File: src/rtl/instr_mem_fetch_if.sv
// -----------------------------------------------------------------------------
// instr_mem_fetch_if
//   Bundle of the program-load, sequencing and decoded-fetch signals of
//   instr_mem_fetch. clk and rst stay plain ports on the module.
//
//   master : the controller side (loads memory, starts/stalls/jumps, consumes
//            the decoded fields)
//   slave  : the fetch unit itself
//
//   Signals
//     wr_en / wr_addr / wr_data   program memory write port
//     start / start_addr          begin fetching at start_addr
//     stall                       freeze fetch and outputs
//     jump_en / jump_addr         redirect the PC
//     Addr1 / Addr2 / Control / Word   registered instruction fields
//     pc_out                      address of the instruction on the outputs
//     valid                       outputs hold a newly fetched instruction
//     halted                      fetch unit is in HALT
//     parity_err                  only when IMEM_PARITY_EN is defined
// -----------------------------------------------------------------------------
interface instr_mem_fetch_if #(
  parameter int ADDR_W  = 4,
  parameter int INSTR_W = 16,
  parameter int REG_W   = 4,
  parameter int CTRL_W  = 4,
  parameter int WORD_W  = 8
);
  logic               wr_en;
  logic [ADDR_W-1:0]  wr_addr;
  logic [INSTR_W-1:0] wr_data;
  logic               start;
  logic [ADDR_W-1:0]  start_addr;
  logic               stall;
  logic               jump_en;
  logic [ADDR_W-1:0]  jump_addr;

  logic [REG_W-1:0]   Addr1;
  logic [REG_W-1:0]   Addr2;
  logic [CTRL_W-1:0]  Control;
  logic [WORD_W-1:0]  Word;
  logic [ADDR_W-1:0]  pc_out;
  logic               valid;
  logic               halted;
`ifdef IMEM_PARITY_EN
  logic               parity_err;
`endif

  modport master (
    output wr_en, wr_addr, wr_data, start, start_addr, stall, jump_en, jump_addr,
    input  Addr1, Addr2, Control, Word, pc_out, valid, halted
`ifdef IMEM_PARITY_EN
    , input parity_err
`endif
  );

  modport slave (
    input  wr_en, wr_addr, wr_data, start, start_addr, stall, jump_en, jump_addr,
    output Addr1, Addr2, Control, Word, pc_out, valid, halted
`ifdef IMEM_PARITY_EN
    , output parity_err
`endif
  );
endinterface

File: src/rtl/instr_mem_fetch.sv
// -----------------------------------------------------------------------------
// instr_mem_fetch
//   Instruction store with a program counter, a run/halt sequencer and a
//   registered decode of the Addr1 / Addr2 / Control / Word fields.
//
//   Ports
//     clk  : rising-edge clock
//     rst  : synchronous, active-high reset (memory contents are kept)
//     bus  : instr_mem_fetch_if.slave (write port, start/stall/jump controls,
//            decoded fields, pc_out, valid, halted)
//
//   Optional build macro
//     IMEM_PARITY_EN : store an even-parity bit per word, present parity_err
//                      with each fetch and halt on a parity mismatch.
//
//   Timing: pc -> outputs is one cycle. An instruction whose Control equals
//   HALT_OP (or that fails parity) is shown with valid=1; the first unstalled
//   edge after that enters HALT, drops valid and stops fetching.
// -----------------------------------------------------------------------------
module instr_mem_fetch #(
  parameter int               ADDR_W  = 4,
  parameter int               INSTR_W = 16,
  parameter int               REG_W   = 4,
  parameter int               CTRL_W  = 4,
  parameter int               WORD_W  = 8,
  parameter logic [CTRL_W-1:0] HALT_OP = CTRL_W'(4'hF)
) (
  input logic              clk,
  input logic              rst,
  instr_mem_fetch_if.slave bus
);

  localparam int DEPTH = 1 << ADDR_W;

  typedef enum logic [1:0] {
    S_IDLE = 2'd0,
    S_RUN  = 2'd1,
    S_HALT = 2'd2
  } state_t;

  state_t r_state;
  state_t w_state_nxt;

  logic [INSTR_W-1:0] r_mem [DEPTH];

  logic [ADDR_W-1:0]  r_pc;
  logic [ADDR_W-1:0]  r_pc_out;
  logic [REG_W-1:0]   r_addr1;
  logic [REG_W-1:0]   r_addr2;
  logic [CTRL_W-1:0]  r_control;
  logic [WORD_W-1:0]  r_word;
  logic               r_valid;

  logic [INSTR_W-1:0] w_rd_instr;
  logic               w_stop;        // instruction on the outputs ends the run
  logic               w_load_start;  // load pc from start_addr
  logic               w_fetch;       // register mem[pc] and advance pc
  logic               w_drop_valid;  // leaving RUN: no fetch, valid falls
  logic               w_jump_only;   // stalled: only the pc follows a jump

  // Read-first: this asynchronous read sees the array before any write
  // committed on the same edge.
  assign w_rd_instr = r_mem[r_pc];

  // Bits above the decoded fields are not used by the decode itself.
  logic w_unused_hi;
  assign w_unused_hi = ^w_rd_instr;

`ifdef IMEM_PARITY_EN
  logic r_par [DEPTH];
  logic r_parity_err;
  logic w_rd_perr;

  // Stored even-parity bit versus parity recomputed from the fetched word.
  assign w_rd_perr = r_par[r_pc] ^ (^w_rd_instr);
  assign w_stop    = r_valid && ((r_control == HALT_OP) || r_parity_err);
`else
  assign w_stop    = r_valid && (r_control == HALT_OP);
`endif

  // ---------------------------------------------------------------------------
  // Program memory: written in every state, including during rst.
  // ---------------------------------------------------------------------------
  always_ff @(posedge clk) begin
    // NOTE: the array has no reset branch on purpose; rst must not erase the
    // loaded program, and a resettable array could not map onto RAM.
    if (bus.wr_en) begin
      r_mem[bus.wr_addr] <= bus.wr_data;
`ifdef IMEM_PARITY_EN
      r_par[bus.wr_addr] <= ^bus.wr_data;
`endif
    end
  end

  // ---------------------------------------------------------------------------
  // FSM: state register
  // ---------------------------------------------------------------------------
  always_ff @(posedge clk) begin
    // NOTE: non-blocking assignments keep every register sampling the
    // pre-edge value of every other register, independent of block order.
    if (rst) begin
      r_state <= S_IDLE;
    end else begin
      r_state <= w_state_nxt;
    end
  end

  // ---------------------------------------------------------------------------
  // FSM: next-state logic
  // ---------------------------------------------------------------------------
  always_comb begin
    // NOTE: assigning a default first means no path leaves w_state_nxt
    // unassigned, so no latch is inferred.
    w_state_nxt = r_state;
    unique case (r_state)
      S_IDLE, S_HALT: if (bus.start) w_state_nxt = S_RUN;
      S_RUN:          if (!bus.start && !bus.stall && w_stop) w_state_nxt = S_HALT;
      default:        w_state_nxt = S_IDLE;
    endcase
  end

  // ---------------------------------------------------------------------------
  // FSM: output (datapath control) logic
  // start beats stall and jump; stall beats the halt decision, so a halting
  // instruction stays presented until stall drops.
  // ---------------------------------------------------------------------------
  always_comb begin
    w_load_start = 1'b0;
    w_fetch      = 1'b0;
    w_drop_valid = 1'b0;
    w_jump_only  = 1'b0;
    unique case (r_state)
      S_IDLE, S_HALT: w_load_start = bus.start;
      S_RUN: begin
        if (bus.start)      w_load_start = 1'b1;
        else if (bus.stall) w_jump_only  = bus.jump_en;
        else if (w_stop)    w_drop_valid = 1'b1;
        else                w_fetch      = 1'b1;
      end
      default: ;
    endcase
  end

  // ---------------------------------------------------------------------------
  // Datapath: program counter and registered fetch
  // ---------------------------------------------------------------------------
  always_ff @(posedge clk) begin
    if (rst) begin
      r_pc      <= '0;
      r_pc_out  <= '0;
      r_addr1   <= '0;
      r_addr2   <= '0;
      r_control <= '0;
      r_word    <= '0;
      r_valid   <= 1'b0;
`ifdef IMEM_PARITY_EN
      r_parity_err <= 1'b0;
`endif
    end else if (w_load_start) begin
      r_pc    <= bus.start_addr;
      r_valid <= 1'b0;
    end else if (w_fetch) begin
      r_addr1   <= w_rd_instr[2*REG_W+CTRL_W-1 -: REG_W];
      r_addr2   <= w_rd_instr[REG_W+CTRL_W-1   -: REG_W];
      r_control <= w_rd_instr[CTRL_W-1:0];
      r_word    <= w_rd_instr[WORD_W-1:0];
      r_pc_out  <= r_pc;
      r_valid   <= 1'b1;
`ifdef IMEM_PARITY_EN
      r_parity_err <= w_rd_perr;
`endif
      // Jump wins over increment; the increment wraps at the address width.
      r_pc <= bus.jump_en ? bus.jump_addr : r_pc + ADDR_W'(1);
    end else if (w_drop_valid) begin
      r_valid <= 1'b0;
    end else if (w_jump_only) begin
      r_pc <= bus.jump_addr;
    end
  end

  assign bus.Addr1   = r_addr1;
  assign bus.Addr2   = r_addr2;
  assign bus.Control = r_control;
  assign bus.Word    = r_word;
  assign bus.pc_out  = r_pc_out;
  assign bus.valid   = r_valid;
  assign bus.halted  = (r_state == S_HALT);
`ifdef IMEM_PARITY_EN
  assign bus.parity_err = r_parity_err;
`endif

endmodule

File: src/flat_wrapper.sv
// flat-port wrapper written by rule: the top's interface ports become plain ports
module instr_mem_fetch_flat 
#(
  parameter int               ADDR_W  = 4,
  parameter int               INSTR_W = 16,
  parameter int               REG_W   = 4,
  parameter int               CTRL_W  = 4,
  parameter int               WORD_W  = 8,
  parameter logic [CTRL_W-1:0] HALT_OP = CTRL_W'(4'hF)
)
  (clk, rst, bus_wr_en, bus_wr_addr, bus_wr_data, bus_start, bus_start_addr, bus_stall, bus_jump_en, bus_jump_addr, bus_Addr1, bus_Addr2, bus_Control, bus_Word, bus_pc_out, bus_valid, bus_halted);
  instr_mem_fetch_if #(.ADDR_W(ADDR_W), .INSTR_W(INSTR_W), .REG_W(REG_W), .CTRL_W(CTRL_W), .WORD_W(WORD_W)) bus_i ();
  input logic clk;
  input logic rst;
  input wire logic [$bits(bus_i.wr_en)-1:0] bus_wr_en;
  input wire logic [$bits(bus_i.wr_addr)-1:0] bus_wr_addr;
  input wire logic [$bits(bus_i.wr_data)-1:0] bus_wr_data;
  input wire logic [$bits(bus_i.start)-1:0] bus_start;
  input wire logic [$bits(bus_i.start_addr)-1:0] bus_start_addr;
  input wire logic [$bits(bus_i.stall)-1:0] bus_stall;
  input wire logic [$bits(bus_i.jump_en)-1:0] bus_jump_en;
  input wire logic [$bits(bus_i.jump_addr)-1:0] bus_jump_addr;
  output wire logic [$bits(bus_i.Addr1)-1:0] bus_Addr1;
  output wire logic [$bits(bus_i.Addr2)-1:0] bus_Addr2;
  output wire logic [$bits(bus_i.Control)-1:0] bus_Control;
  output wire logic [$bits(bus_i.Word)-1:0] bus_Word;
  output wire logic [$bits(bus_i.pc_out)-1:0] bus_pc_out;
  output wire logic [$bits(bus_i.valid)-1:0] bus_valid;
  output wire logic [$bits(bus_i.halted)-1:0] bus_halted;
  assign bus_i.wr_en = bus_wr_en;
  assign bus_i.wr_addr = bus_wr_addr;
  assign bus_i.wr_data = bus_wr_data;
  assign bus_i.start = bus_start;
  assign bus_i.start_addr = bus_start_addr;
  assign bus_i.stall = bus_stall;
  assign bus_i.jump_en = bus_jump_en;
  assign bus_i.jump_addr = bus_jump_addr;
  assign bus_Addr1 = bus_i.Addr1;
  assign bus_Addr2 = bus_i.Addr2;
  assign bus_Control = bus_i.Control;
  assign bus_Word = bus_i.Word;
  assign bus_pc_out = bus_i.pc_out;
  assign bus_valid = bus_i.valid;
  assign bus_halted = bus_i.halted;
  instr_mem_fetch #(.ADDR_W(ADDR_W), .INSTR_W(INSTR_W), .REG_W(REG_W), .CTRL_W(CTRL_W), .WORD_W(WORD_W), .HALT_OP(HALT_OP)) u_core (.clk(clk), .rst(rst), .bus(bus_i));
endmodule
File: config.mk
export PLATFORM = sky130hd
export DESIGN_NAME = instr_mem_fetch_flat
export DESIGN_NICKNAME = d
export VERILOG_FILES = /design/src/rtl/instr_mem_fetch_if.sv /design/src/rtl/instr_mem_fetch.sv /design/src/flat_wrapper.sv
export SDC_FILE = /design/constraint.sdc
export NUM_CORES = 1
export LEC_CHECK = 0
export CAP_MARGIN = 5
export CORE_ASPECT_RATIO = 1.75
export CORE_MARGIN = 2
export CORE_UTILIZATION = 58
export CTS_BUF_LIST = sky130_fd_sc_hd__clkbuf_16
export DETAILED_ROUTE_END_ITERATION = 8
export PLACE_DENSITY = 0.81
export SLEW_MARGIN = 20
export SYNTH_ARGS = -nofsm -noshare
export SYNTH_HDL_FRONTEND = slang
export SYNTH_SLANG_ARGS = --single-unit
File: constraint.sdc
create_clock -name clk -period 3.4 [get_ports clk]
set_input_delay 1.02 -clock clk [delete_from_list [all_inputs] [get_ports clk]]
set_output_delay 1.02 -clock clk [all_outputs]
set_load 0.01 [all_outputs]
Word-level counts from Yosys, hierarchy flattened. Memory sizes are Yosys's and may differ from the RTL's. A register that Yosys moved wholly into a read port is not among the register bits. Index checks and enable logic that the tools add are counted.

Memory bits (writable): 256. Memories: 1. Register bits: 31. Input port bits: 34. Output and inout bits: 26. Word-level logic and storage cells: 57.

Multiplexer cells: 27. Eq/ne operators: 6. Reduce and logical (&&, ||, !) cells: 13. Add/sub/neg operators: 1. Bitwise gates (word level): 1.

Memory list: u_core.r_mem (depth 16, width 16, read ports 1, clocked after Yosys merged registers in 1, wr ports 1, line instr_mem_fetch.sv:44) `logic [INSTR_W-1:0] r_mem [DEPTH];`.

Operators by type and width (count): $mux W4 (7); $mux W1 (16); $reduce_and A2 Y1 (3); $add A4 B1 Y4 const B (1); $eq A4 B4 Y1 const B (1); $mux W2 (2); $pmux W2 S2 (1); $reduce_or A2 Y1 (2); $logic_and A1 B1 Y1 (3); $ne A3 B1 Y1 const B (1); $reduce_bool A3 Y1 (1); $eq A2 B1 Y1 const B (1); $eq A2 B2 Y1 const B (1); $logic_not A1 Y1 (2); $logic_not A2 Y1 (1); $ne A2 B1 Y1 const B (1); $ne A2 B2 Y1 const B (1); $pmux W1 S2 (1); $reduce_bool A2 Y1 (1); $not A1 Y1 (1).

Longest topological paths before layout. Gate-level depths: netlist (run 1).

Depth in word-level cells: 11. Gate-level depth with buffers: 6. Mapped depth without buffers: 5.

Worst setup path before layout (run 1). OpenSTA, ideal clock, no wires.

Kind: input to register. From: input port bus_wr_addr[2]. To: memory u_core.r_mem[0][0], enable pin. Buffers on the path: 0. Data required time: 3.004 ns. Library setup time: 0.396 ns. Setup slack: 0.606 ns. Cell stages on the path: 2. Arrival: 2.398 ns. Path through: or3b_2 nor3_1.

RTL lines: start: declaration (line flat_wrapper.sv:16) `input wire logic [$bits(bus_i.wr_addr)-1:0] bus_wr_addr;`; end: declaration (line instr_mem_fetch.sv:44).

No word-level cell before the write port.

Final worst setup path (run 1).
From: register u_core.r_state[1]. To: output port bus_halted.

Cells in the longest elaborated chain, start to end: 1.

RTL lines: start: declaration (line instr_mem_fetch.sv:41) `state_t r_state;`; start signal: assignment (line instr_mem_fetch.sv:104) `r_state <= w_state_nxt;`; $eq A2 B2 Y1 (line instr_mem_fetch.sv:187) `assign bus.halted = (r_state == S_HALT);`; end: declaration (line flat_wrapper.sv:29) `output wire logic [$bits(bus_i.halted)-1:0] bus_halted;`.

Every way passes these cells.

==> impl_metrics.env, run 1 <==
export IMPL_ys_seq_elements=219
export IMPL_hpwl_um=11430
export IMPL_power_frac_clock=0.374
export IMPL_synth_cells=507
export IMPL_worstSetupPathType="flop to output pin"
export IMPL_setup_viol=0
export IMPL_fin_hold_ws_ps=458.7
export IMPL_gp_congestion=0.7982
export IMPL_final_nets=609
export IMPL_grt_max_degree=42
export IMPL_io_pins=60
export IMPL_areaGrowthSynthToFinish_pct=16.34
export IMPL_die_w_um=95.60
export IMPL_synth_distinct_cells=43
export IMPL_post_cts_buffers=0
export IMPL_cp_arrival_ps=1670
export IMPL_yosys_warnings=0
export IMPL_max_freq_mhz=371.3
export IMPL_ys_seq_area_frac=0.7404
export IMPL_avgSynthCellArea_um2=16.80
export IMPL_pwr_density_cell_nw_per_um2=551.0
export IMPL_start_util=0.5927
export IMPL_finalCritPeriodShare=0.7921
export IMPL_hold_buffers=0
export IMPL_worst_pin_slew_ps=957.8
export IMPL_ctsLongestPathBuffers=3
export IMPL_post_synth_top_count_cell="edfxtp_1"
export IMPL_numCtsBuffers=18
export IMPL_worst_clock_skew_ps=6.647
export IMPL_drive_above_1_share=0.1282
export IMPL_postRouteAntennaNets=0
export IMPL_drc_errors=0
export IMPL_crit_required_ps=2380
export IMPL_drv_cap=0
export IMPL_synth_main_ff_cell="edfxtp_1"
export IMPL_num_antenna_cells=0
export IMPL_netlist_top_cells_count="edfxtp_1, mux2i_1, o22ai_1, a21oi_1, dfxtp_1"
export IMPL_yosys_area_share_simple=0.05054
export IMPL_seqPwrFrac=0.556
export IMPL_vias=4755
export IMPL_vdd_drop_max_uv=372.7
export IMPL_clk_pin_slew_ps=70
export IMPL_switching_share=0.2083
export IMPL_synthMuxAreaShare=0.1187
export IMPL_ctsResizeCount=0
export IMPL_p_int_mw=4.322
export IMPL_clkLatencyLatePin_ps=480
export IMPL_final_util=0.6896
export IMPL_netlist_top_cell_by_area="edfxtp_1"
export IMPL_maxSlewViolCount=0
export IMPL_synthesis_area_um2=8517
export IMPL_wl_per_cell_um=22.60
export IMPL_drt_iter0_markers=371
export IMPL_synthTopCellsByArea="edfxtp_1, mux2i_1, dfxtp_1, mux4_2, o22ai_1"
export IMPL_vias_per_cell=6.216
export IMPL_synthAdderAreaFrac=0.001469
export IMPL_synth_compound_area_frac=0.06567
export IMPL_p_comb_frac=0.069
export IMPL_power_total_mw=5.460
export IMPL_syn_num_nets=542
export IMPL_rsz0062_at_grt="no"
export IMPL_grt_pass1_vias=4910
export IMPL_status="complete, no violations"
export IMPL_gr_total_overflow=0
export IMPL_dr_pass1_iters=5
export IMPL_dieArea_um2=15710
export IMPL_fin_setup_tns_ps=0
export IMPL_io_buffers=55
export IMPL_power_leakage_nw=3.190
export IMPL_grt_pass1_wl_um=26570
export IMPL_synth_xor_area_frac=0.002057
export IMPL_fillers=908
export IMPL_core_area_um2=14370
export IMPL_cts_max_level=1
export IMPL_critPathMaxFanout=5
export IMPL_dieHeight_um=164.3
export IMPL_fin_crit_ps=2693
export IMPL_final_cell_area_um2=9908
export IMPL_finalHoldViolCount=0
export IMPL_ctsRootBufferMaster="clkbuf_16"
export IMPL_postPlaceCellArea_um2=9324
export IMPL_cts_tree="yes"
export IMPL_relSlewSlack=0.3601
export IMPL_postSynth_asyncResetShare=0
export IMPL_yosysTopAreaCellShare=0.6770
export IMPL_rows=58
export IMPL_grt_use_total=0.2299
export IMPL_grt_antenna_before_repair=0
export IMPL_hold_class="flop to flop"
export IMPL_synth_top_family_by_area="multiplexers"
export IMPL_p_sw_mw=1.137
export IMPL_startpoint_type="flop"
export IMPL_cts_num_sinks=219
export IMPL_drt_wl_total_um=17290
export IMPL_worstSetupEndpointType="output pin"
export IMPL_synth_edf_count=192
state kept, by name (all words and copies together) (netlist names), named ones only:
name and flops:
u_core.r_pc 4, u_core.bus.Addr1 4, u_core.bus.Word 8, u_core.bus.valid 1, u_core.r_state 2, u_core.r_mem 192, u_core.bus.pc_out 4
final cells by class:
type	instances	area [µm²]	area share
clock inverters	12	108.9	0.01099
inverters	4	15.01	0.001515
well taps	180	225.2	0.02273
repair buffers	77	728.2	0.07349
clock buffers	19	475.5	0.04799
multi-input cells	254	2046	0.2065
flip-flops and latches	219	6310	0.6368
layout by cell type (no fill, tap or decap), drive strengths merged, types with 2 or more instances in the layout:
cell / n
dfxtp: 27
a31oi: 2
a22oi: 4
nor4b: 2
nand2: 16
o32ai: 2
inv: 5
nand3: 6
clkdlybuf4s50: 55
mux2i: 65
nor2: 17
edfxtp: 192
a21oi: 28
and2: 2
nand3b: 3
bufinv: 2
clkinv: 7
mux4: 16
or3: 3
nand2b: 6
buf: 22
nor3: 17
o22ai: 32
nor2b: 4
o21ai: 16
a311oi: 2
clkbuf: 19
clkinvlp: 2
power by group through the flow:
stage	clock, mW	sequential (mW)	combinational (mW)
2_1_floorplan	0	3.07	0.234
3_3_place_gp	0	3.09	0.361
3_5_place_dp	0	3.10	0.374
4_1_cts	2.07	3.04	0.378
5_1_grt	2.14	3.04	0.407
6_report	2.04	3.04	0.379
kinds of logic after synthesis:
kind of cell    Yosys count
buf+inv                  34
compound gates           92
fa+ha+maj                 1
mux                      81
flops                   219
simple gates             78
xor+xnor                  2
per-stage QoR:
step	cells	setup slack [ps]
after detailed placement	734	522.6
after global placement	734	538.5
final	765	707.0
after floorplan	507	606.1
after global routing	765	633.2
after CTS	765	690.3
path summary, 6_finish.rpt:
check / startpoint / to / slack, ps / cells past startpoint
setup / recovery: u_core.r_state[1] / bus_halted / 710 / 2
hold / removal: u_core.bus.pc_out[2] / u_core.bus.pc_out[2] / 460 / 2
setup reg to reg: flop / u_core.bus.Word[0] / 1120 / 5
hold reg to reg: u_core.bus.pc_out[2] / u_core.bus.pc_out[2] / 460 / 2
critical path: stages, from the launching register on:
cell and delay [ps]:
dfxtp_1 430, nor2b_1 210, clkdlybuf4s50_1 560
per-layer routing:
metal	part of all wire	vias to the layer above	GRT usage
met5	0	-	0
met4	0.038	0	0.09545
met3	0.056	42	0.02798
met2	0.56	198	0.4275
met1	0.35	2383	0.2599
li1	-	2132	-
Note: power is estimated with default switching activity, not from simulation.
==> run 2, diff against run 1 <==
CORE_UTILIZATION = 53   (was 58)
PLACE_DENSITY = 0.78   (was 0.81)
clock period = 2.43 ns   (was 3.4 ns; I/O delays follow)
==> run 2 against run 1 <==
  * Combinational power rose by 50%
  * Register-to-register slack got worse by 580 ps
  * Clock-buffer cell count did not move
  * Worst setup slack got worse by 590 ps
  * First-iteration DRC count rose by 33%
  * Die area rose by 9.1%
  * Total power rose by 43%
  * Non-clock buffer count rose by 16
  * Sequential share of layout area fell by 1.9 points
  * Clock power rose by 46%
  * Largest power group unchanged
  * Highest routed layer unchanged
==> impl_metrics.env, run 2 (synthesis gave the netlist of run 1 again) <==
export IMPL_grt_pass1_wl_um=26880
export IMPL_fillers=1025
export IMPL_grt_use_total=0.2072
export IMPL_relSlewSlack=0.5782
export IMPL_gp_congestion=0.8972
export IMPL_io_pins=60
export IMPL_clk_pin_slew_ps=70
export IMPL_worst_clock_skew_ps=16.90
export IMPL_dieHeight_um=171.7
export IMPL_regMostFlops="u_core.r_mem"
export IMPL_core_area_um2=15800
export IMPL_num_antenna_cells=0
export IMPL_grt_antenna_before_repair=0
export IMPL_io_buffers=55
export IMPL_status="complete, no violations"
export IMPL_final_nets=626
export IMPL_dieArea_um2=17140
export IMPL_drv_cap=0
export IMPL_maxSlewViolCount=0
export IMPL_finalCritPeriodShare=0.9534
export IMPL_mostFrequentLayoutCell="edfxtp_1"
export IMPL_vias=4852
export IMPL_crit_path_max_incr_delay_ps=560
export IMPL_drt_wl_total_um=17540
export IMPL_drc_errors=0
export IMPL_startpoint_type="flop"
export IMPL_postPlaceCellArea_um2=9593
export IMPL_fin_cells=793
export IMPL_critPathTopFamily="buffers and inverters"
export IMPL_worstSetupEndpointType="output pin"
export IMPL_pwr_density_cell_nw_per_um2=762.8
export IMPL_critPathMaxFanout=5
export IMPL_dp_cells=759
export IMPL_cts_tree="yes"
export IMPL_max_freq_mhz=431.7
export IMPL_fin_hold_ws_ps=462.7
export IMPL_cts_num_sinks=219
export IMPL_post_cts_buffers=0
export IMPL_drt_iter0_markers=495
export IMPL_postRouteAntennaNets=0
export IMPL_dr_pass1_iters=5
export IMPL_hpwl_um=11980
export IMPL_areaGrowthSynthToFinish_pct=19.86
export IMPL_hold_class="flop to flop"
export IMPL_numCtsBuffers=19
export IMPL_vias_per_cell=6.119
export IMPL_fin_crit_ps=2317
export IMPL_drive_above_1_share=0.1589
export IMPL_worstSetupPathType="flop to output pin"
export IMPL_grt_max_degree=28
export IMPL_path_cells="nor2b_1 -> clkdlybuf4s50_1"
export IMPL_clkLatencyLatePin_ps=490
export IMPL_layout_common_cells="edfxtp_1, mux2i_1, clkdlybuf4s50_1"
export IMPL_fin_ws_ps=113.3
export IMPL_dpl_worst_slack_ps=-70.35
export IMPL_rsz0062_at_grt="no"
export IMPL_wl_per_cell_um=22.12
export IMPL_ctsLongestPathBuffers=3
export IMPL_crit_slowest_cell="clkdlybuf4s50_1"
export IMPL_final_cell_area_um2=10210
export IMPL_crit_required_ps=1700
export IMPL_crit_buf_inv=1
export IMPL_grt_pass1_vias=4969
export IMPL_worst_pin_slew_ps=630.8
export IMPL_largest_reg_flops=192
export IMPL_vdd_drop_max_uv=527.7
export IMPL_hold_buffers=0
export IMPL_ctsRootBufferMaster="clkbuf_16"
export IMPL_rows=61
export IMPL_cts_max_level=1
export IMPL_power_leakage_nw=3.306
export IMPL_setup_viol=0
export IMPL_start_util=0.5391
export IMPL_gr_total_overflow=0
export IMPL_die_w_um=99.83
export IMPL_cp_arrival_ps=1590
export IMPL_finalHoldViolCount=0
[run 2: changes by cell type in the layout (fill, tap and decap cells not counted)]
cell,before,now
dfxtp_1,26,25
inv_1,5,4
inv_6,0,2
clkinv_4,0,1
dfxtp_2,0,1
buf_4,21,26
buf_12,1,12
clkinvlp_4,2,3
[run 2: path summary, 6_finish.rpt]
check	from	endpoint	slack (ps)	cells after the start
hold reg to reg	u_core.bus.pc_out[3]	u_core.bus.pc_out[3]	460	2
setup reg to reg	u_core.bus.Word[3]	flop	540	5
hold / removal	u_core.bus.pc_out[3]	u_core.bus.pc_out[3]	460	2
setup / recovery	u_core.r_state[1]	bus_halted	110	2
[run 2: cell type report]
class | count | area, µm² | area share
Sequential cell | 219 | 6311 | 0.6182
Clock buffer | 19 | 475.5 | 0.04657
Clock inverter | 15 | 138.9 | 0.01360
Tap cell | 189 | 236.5 | 0.02316
Inverter | 4 | 15.01 | 0.001471
Multi-Input combinational cell | 254 | 2046 | 0.2004
Timing Repair Buffer | 93 | 985.9 | 0.09658
[run 2: through the flow]
step	utilization	setup TNS [ps]	total power [mW]
after floorplan	-	0	4.619
after global placement	0.6072	-10.40	4.858
after detailed placement	0.6072	-501.3	4.886
after CTS	0.6461	0	7.819
after global routing	0.6462	0	8.007
final	0.6462	0	7.787
[run 2: what timing repair did]
action                     in CTS  in global routing
setup endpoints to repair       0                  1
hold endpoints to repair        0                  0
resized for setup               0                  1
[run 2: worst register-to-register path, cell delays in order (launching register included)]
cell and delay [ps]:
dfxtp_1 420, nand3_2 140, o21ai_2 410, nor3_1 100, or4_1 560, o21ai_1 160
[run 2: per-layer routing]
layer	up-vias	global-route usage	share of wire	wire length, µm
met3	52	0.02397	0.049	852
li1	2177	-	-	-
met2	203	0.3907	0.56	9783
met4	0	0.08696	0.039	692
met5	-	0	0	0
met1	2420	0.2342	0.35	6209
[run 2: where the power goes]
part	internal, mW	leakage (nW)	switching, mW
Combinational	0.267	1.06	0.303
Sequential	4.18	1.96	0.0629
Clock	1.66	0.294	1.32
Total	6.11	3.31	1.68
